## config.mk

```make
export PLATFORM = sky130hd
export DESIGN_NAME = ahbl_to_apb
export DESIGN_NICKNAME = d
export VERILOG_FILES = /design/src/rtl/ahbl_to_apb.sv
export SDC_FILE = /design/constraint.sdc
export NUM_CORES = 1
export LEC_CHECK = 0
export ABC_AREA = 1
export BUFFER_PORTS_ARGS = -buffer_cell sky130_fd_sc_hd__buf_4
export CAP_MARGIN = 20
export CORE_ASPECT_RATIO = 2
export CORE_UTILIZATION = 48
export CTS_CLUSTER_SIZE = 16
export DETAILED_ROUTE_END_ITERATION = 10
export PLACE_DENSITY = 0.85
export SETUP_SLACK_MARGIN = 0.2
export SLEW_MARGIN = 0
export SYNTH_ARGS = -nofsm -noshare
export SYNTH_HDL_FRONTEND = slang
export SYNTH_SLANG_ARGS = --single-unit
```

## constraint.sdc

```tcl
create_clock -name clk -period 5.8 [get_ports clk]
set_input_delay 1.45 -clock clk [delete_from_list [all_inputs] [get_ports clk]]
set_output_delay 1.45 -clock clk [all_outputs]
set_load 0.01 [all_outputs]
```

## src/rtl/ahbl_to_apb.sv

```systemverilog
// AHB-lite slave to APB3 master bridge: one APB SETUP/ACCESS sequence per accepted AHB transfer.
// Define AHBL_APB_TIMEOUT_EN to abort ACCESS phases that exceed TIMEOUT_CYCLES with an AHB error.
module ahbl_to_apb #(
    parameter int W_HADDR        = 32,
    parameter int W_PADDR        = 16,
    parameter int W_DATA         = 32,
    parameter int TIMEOUT_CYCLES = 255
) (
    input  logic               clk,
    input  logic               rst,
    input  logic               src_hready,
    output logic               src_hready_resp,
    output logic               src_hresp,
    input  logic [W_HADDR-1:0] src_haddr,
    input  logic               src_hwrite,
    input  logic [1:0]         src_htrans,
    input  logic [2:0]         src_hsize,
    input  logic [W_DATA-1:0]  src_hwdata,
    output logic [W_DATA-1:0]  src_hrdata,
    output logic               apb_psel,
    output logic               apb_penable,
    output logic               apb_pwrite,
    output logic [W_PADDR-1:0] apb_paddr,
    output logic [W_DATA-1:0]  apb_pwdata,
    input  logic [W_DATA-1:0]  apb_prdata,
    input  logic               apb_pready,
    input  logic               apb_pslverr
);

    typedef enum logic [2:0] {
        S_IDLE, S_SETUP, S_ACCESS, S_DONE, S_ERR1, S_ERR2
    } state_t;

    state_t state, state_nxt;
    logic   can_accept;
    logic   accept;
    logic   to_hit;

    // Every access is full width and only the low address bits reach APB.
    logic unused_inputs;
    assign unused_inputs = ^{src_hsize, src_haddr[W_HADDR-1:W_PADDR], src_htrans[0]};

    assign can_accept = (state == S_IDLE) || (state == S_DONE) || (state == S_ERR2);
    assign accept     = can_accept && src_hready && src_htrans[1];

`ifdef AHBL_APB_TIMEOUT_EN
    localparam int W_CNT = ($clog2(TIMEOUT_CYCLES + 1) > 8) ? $clog2(TIMEOUT_CYCLES + 1) : 8;
    logic [W_CNT-1:0] to_cnt;

    always_ff @(posedge clk or posedge rst) begin
        if (rst)
            to_cnt <= '0;
        else if (state == S_SETUP)
            to_cnt <= '0;
        else if (state == S_ACCESS && !apb_pready)
            to_cnt <= to_cnt + 1'b1;
    end

    // The stalled cycle that brings the count to the limit is the last ACCESS cycle.
    assign to_hit = (to_cnt == W_CNT'(TIMEOUT_CYCLES - 1));
`else
    logic unused_timeout_cfg;
    assign unused_timeout_cfg = ^TIMEOUT_CYCLES;
    assign to_hit             = 1'b0;
`endif

    always_ff @(posedge clk or posedge rst) begin
        if (rst) state <= S_IDLE;
        else     state <= state_nxt;
    end

    always_comb begin
        state_nxt = state;
        unique case (state)
            S_IDLE, S_DONE, S_ERR2: begin
                if (src_hready)
                    state_nxt = accept ? S_SETUP : S_IDLE;
            end
            S_SETUP:  state_nxt = S_ACCESS;
            S_ACCESS: begin
                if (apb_pready)
                    state_nxt = apb_pslverr ? S_ERR1 : S_DONE;
                else if (to_hit)
                    state_nxt = S_ERR1;
            end
            S_ERR1:   state_nxt = S_ERR2;
            default:  state_nxt = S_IDLE;
        endcase
    end

    // Handshake outputs come straight from flops so pready/pslverr never reach hready_resp combinationally.
    always_ff @(posedge clk or posedge rst) begin
        if (rst) begin
            apb_psel        <= 1'b0;
            apb_penable     <= 1'b0;
            src_hready_resp <= 1'b1;
            src_hresp       <= 1'b0;
        end else begin
            apb_psel        <= (state_nxt == S_SETUP) || (state_nxt == S_ACCESS);
            apb_penable     <= (state_nxt == S_ACCESS);
            src_hready_resp <= !((state_nxt == S_SETUP) || (state_nxt == S_ACCESS) ||
                                 (state_nxt == S_ERR1));
            src_hresp       <= (state_nxt == S_ERR1) || (state_nxt == S_ERR2);
        end
    end

    always_ff @(posedge clk or posedge rst) begin
        if (rst) begin
            apb_paddr  <= '0;
            apb_pwrite <= 1'b0;
            apb_pwdata <= '0;
            src_hrdata <= '0;
        end else begin
            if (accept) begin
                apb_paddr  <= src_haddr[W_PADDR-1:0];
                apb_pwrite <= src_hwrite;
            end
            // SETUP is the AHB data phase, so hwdata is valid here.
            if (state == S_SETUP)
                apb_pwdata <= src_hwdata;
            if (state == S_ACCESS && apb_pready && !apb_pslverr && !apb_pwrite)
                src_hrdata <= apb_prdata;
        end
    end

endmodule

```

==> key figures <==
Clock network
  – Register clock-pin slew on the reported worst setup and hold paths: 60 ps
  – Count of hold buffers inserted by post-cts repair: 0
  – Clock tree from TritonCTS: done
  – Clock Latency Late Sink: around 340 ps
  – Maximum buffer depth of the clock tree: 2
  – Clock sinks: 88
  – Number of buffers created by CTS: 9
  – Post-CTS resize count: 0
  – Buffer count from post-CTS setup fixing: 0
  – Cell at the root of the clock tree: sky130_fd_sc_hd__clkbuf_16
  – H-tree Lvls: 3

Layout
  – Ratio of cells with drive above 1 in the final layout: 46.2%
  – Area of all sequential standard cells: between 0.002 and 0.0025 mm2
  – Number of inserted filler cells in the final layout: 555
  – Net count, final: just over 600
  – Multi-input combinational cell area: 0.00119 mm2
  – Area added between synthesis and finish: 45.7%
  – Post-Layout Cell Count: about 600
  – Antenna diode instance count: 0

Setup path
  – Critical path fanouts, max: 34
  – Endpoint type of the worst setup path: flop
  – Master of the slowest instance on the critical path: sky130_fd_sc_hd__inv_1
  – Family with the most delay on the worst path: buffers and inverters
  – Logic depth of the worst setup path including buffers: 5
  – Arrival time of data at the critical path endpoint: 2700 ps
  – Type of the worst setup path: flop to flop
  – Kind of start point of the critical path: flop
  – Critical path, cell by cell: inv_2, nand3_2, inv_1, nand2_1, nand2_1
  – Maximum single-stage delay on the critical path: 980 ps
  – Number of cells on the worst reg-to-reg path: 5
  – Bufs and invs on worst path: 2
  – Cell repeated most along the worst path: sky130_fd_sc_hd__nand2_1
  – WP data required: 6070 ps

Synth
  – Cell taking the most area after synthesis: sky130_fd_sc_hd__dfrtp_1
  – Fraction of the yosys area taken by sequential cells: around three fifths
  – Post-Synthesis Cells: 326
  – Leading post-synthesis cells by cell area: sky130_fd_sc_hd__dfrtp_1 (60%), sky130_fd_sc_hd__nand2_1 (13%), sky130_fd_sc_hd__mux2_4 (13%)
  – Number of warnings issued by yosys: 0
  – Avg Cell Area, Syn: 11.1 um2
  – Number of distinct library cell variants in the gate-level netlist after synthesis: 18
  – Synth top area share: 60.4%
  – Mapped cell area: ~0.0036 mm2
  – Seq cells post-synth: 88
  – Post-Syn Nets: 433

Power
  – Leak Pwr: around 3 nW
  – Fraction of power consumed by combinational cells: 42.1%
  – Clock share of power: 20.7%
  – Int Power: 0.00196 W
  – Sequential cell fraction of total power: a little under two fifths
  – Power density over the cells: 563 mW/mm2
  – Net switching power: 0.000993 W
  – Worst VDD drop: 0.000303 V
  – Fraction of power spent switching nets: about a third

Die
  – Initial core utilization: approximately half
  – Floorplan row count: 44
  – Die area: 0.00788 mm2
  – Chip width: ~63 um
  – Area inside the core boundary: 0.00727 mm2
  – Die outline height: roughly 120 um
  – Boundary pin count: 192

STA
  – RSZ-0062 raised after global routing: no
  – Maximum clock rate: 0.411 GHz
  – Aggregate negative setup slack: 0 ps
  – Max Clock Skew: roughly 7.8 ps
  – Slew Limit Headroom: 34.6%
  – Final setup viols: 0
  – Final critical-path share of the clock period: 42.0%
  – Number of pins exceeding their max-slew limit in the final report: 0
  – Fin. Hold Viols: 0
  – Shortest period the worst path allows: around 2400 ps
  – Transition at the pin with the smallest max-transition slack: 980 ps

Outcome
  – Outcome: finished, final reports clean

Detailed routing
  – Sum of met3 wire segment lengths after detailed routing: ~470 um
  – Routed vias: between 2,000 and 3,000
  – Highest metal layer with signal wires: met4
  – Routed wire length: 8650 um
  – 1st-iter DRT viols: around 120
  – Detailed-route DRC error count: 0
  – Drt wl/cell: 14.6 um
  – Final antenna-violating net count: 0
  – Average via count per standard cell: 4.75
  – Pre-Repair DR Iteration Count: 5
  – Post-route met1 wirelength: 3040 um
  – Amount of wire on met2 after detailed routing: roughly 4800 um

Placed design
  – Inst Count DP: 577
  – Number of port buffers: between 150 and 200
  – Detailed Place HPWL: 6300 um
  – Placer Congestion: 0.795

GRT
  – Initial antenna violation count: 0
  – GRT Util Overall: 23.5%
  – Global route overflow: 0
  – Pin count of the biggest net entering global routing: 58
  – Number of global-route vias before repair: 2,885
  – Global-route wire length before repair: ~14,000 um

Worst hold path
  – Hold depth: 2
  – Worst hold-check path type: flop to flop

Job
  – Number of maximum-capacitance constraint violations: 0
[synthesized netlist by cell type, drive strengths merged]
cell / count
inv: 28
nand2: 131
nor2: 6
dfrtp: 87
dfstp: 1
mux2: 32
buf: 13
a21oi: 1
nand3: 8
o21ai: 19
[flip-flops by register name, indices dropped and copies added (netlist names), 3 cells and up]
register	flops
state	3
apb_pwdata	32
apb_paddr	16
src_hrdata	32
[kinds of logic after synthesis]
kind of cell / Yosys count / share of synthesized area, %
AO/OA/AOI/OAI: 20 / 2.78
flip-flops: 88 / 61.1
AND/OR/NAND/NOR: 145 / 17.0
multiplexers: 32 / 13.1
buffers and inverters: 41 / 5.94
[power by group through the flow]
stage,registers (W),clock network (W),logic (W)
2_1_floorplan,0.00122,0,0.000538
3_3_place_gp,0.00108,0,0.00121
3_5_place_dp,0.00110,0,0.00125
4_1_cts,0.00110,0.000629,0.00126
5_1_grt,0.00113,0.000650,0.00135
6_report,0.00110,0.000612,0.00124
[placed cells by master (no fill, tap or decap)]
master / synthesis / routed
sky130_fd_sc_hd__buf_4: 0 / 172
sky130_fd_sc_hd__nand2_1: 129 / 129
sky130_fd_sc_hd__dfrtp_1: 87 / 87
sky130_fd_sc_hd__mux2_4: 30 / 30
sky130_fd_sc_hd__inv_1: 26 / 25
sky130_fd_sc_hd__o21ai_1: 17 / 17
sky130_fd_sc_hd__clkbuf_16: 0 / 9
sky130_fd_sc_hd__nor2_1: 5 / 5
sky130_fd_sc_hd__nand3_1: 4 / 4
sky130_fd_sc_hd__clkinv_2: 0 / 4
sky130_fd_sc_hd__nand3_2: 3 / 3
sky130_fd_sc_hd__inv_2: 2 / 2
sky130_fd_sc_hd__nand2_4: 2 / 2
sky130_fd_sc_hd__o21ai_0: 2 / 2
sky130_fd_sc_hd__mux2_2: 2 / 2
sky130_fd_sc_hd__bufinv_16: 0 / 2
sky130_fd_sc_hd__nor2_8: 1 / 1
sky130_fd_sc_hd__a21oi_1: 1 / 1
sky130_fd_sc_hd__nand3_4: 1 / 1
sky130_fd_sc_hd__clkinvlp_4: 0 / 1
sky130_fd_sc_hd__clkbuf_8: 0 / 1
sky130_fd_sc_hd__dfstp_2: 1 / 1
sky130_fd_sc_hd__buf_16: 0 / 1
[metal layers]
metal | up-vias | global-route usage (%)
met3 | 24 | 6.23
met1 | 1321 | 25.0
met4 | 0 | 14.0
met2 | 124 | 40.7
met5 | - | 0
li1 | 1354 | -
[area by class of cell]
| cell class | instances | share of cell area, % |
|---|---|---|
| inverters | 28 | 2.03 |
| flip-flops and latches | 88 | 42.0 |
| clock inverters | 6 | 1.57 |
| repair buffers | 173 | 25.1 |
| well taps | 92 | 2.19 |
| multi-input cells | 197 | 22.6 |
| clock buffers | 10 | 4.55 |
[path summary, 6_finish.rpt]
path                                                start                         end  slack, ps
worst max-delay path                   state[2]$_DFF_PP0_  apb_pwdata[11]$_DFFE_PP0P_       3360
worst min-delay path            apb_pwdata[6]$_DFFE_PP0P_   apb_pwdata[6]$_DFFE_PP0P_        480
worst max register to register         state[2]$_DFF_PP0_  apb_pwdata[11]$_DFFE_PP0P_       3360
worst min register to register  apb_pwdata[6]$_DFFE_PP0P_   apb_pwdata[6]$_DFFE_PP0P_        480
max in group asynchronous                             rst   src_hready_resp$_DFF_PP1_       3860
min in group asynchronous                             rst  apb_pwdata[21]$_DFFE_PP0P_        980
[tightest hold or removal path, delay by kind of cell (launching register included)]
kind          cells  cell delay (ps)
simple gates      2              100
flops             1              340
[per-stage QoR]
step | power (W) | setup slack [ps] | cell area, um2 | util, % | hold WS, ps
6_report | 0.00296 | 3360 | 5250 | 72.3 | 477
5_1_grt | 0.00314 | 3080 | 5250 | 72.3 | 493
4_1_cts | 0.00299 | 3310 | 5220 | 71.9 | 483
3_5_place_dp | 0.00236 | 3040 | 4900 | 67.5 | 466
3_3_place_gp | 0.00230 | 3060 | 4900 | 67.5 | 465
2_1_floorplan | 0.00175 | 2070 | 3600 | - | 515
No activity file was read; power rests on OpenSTA's default activity.
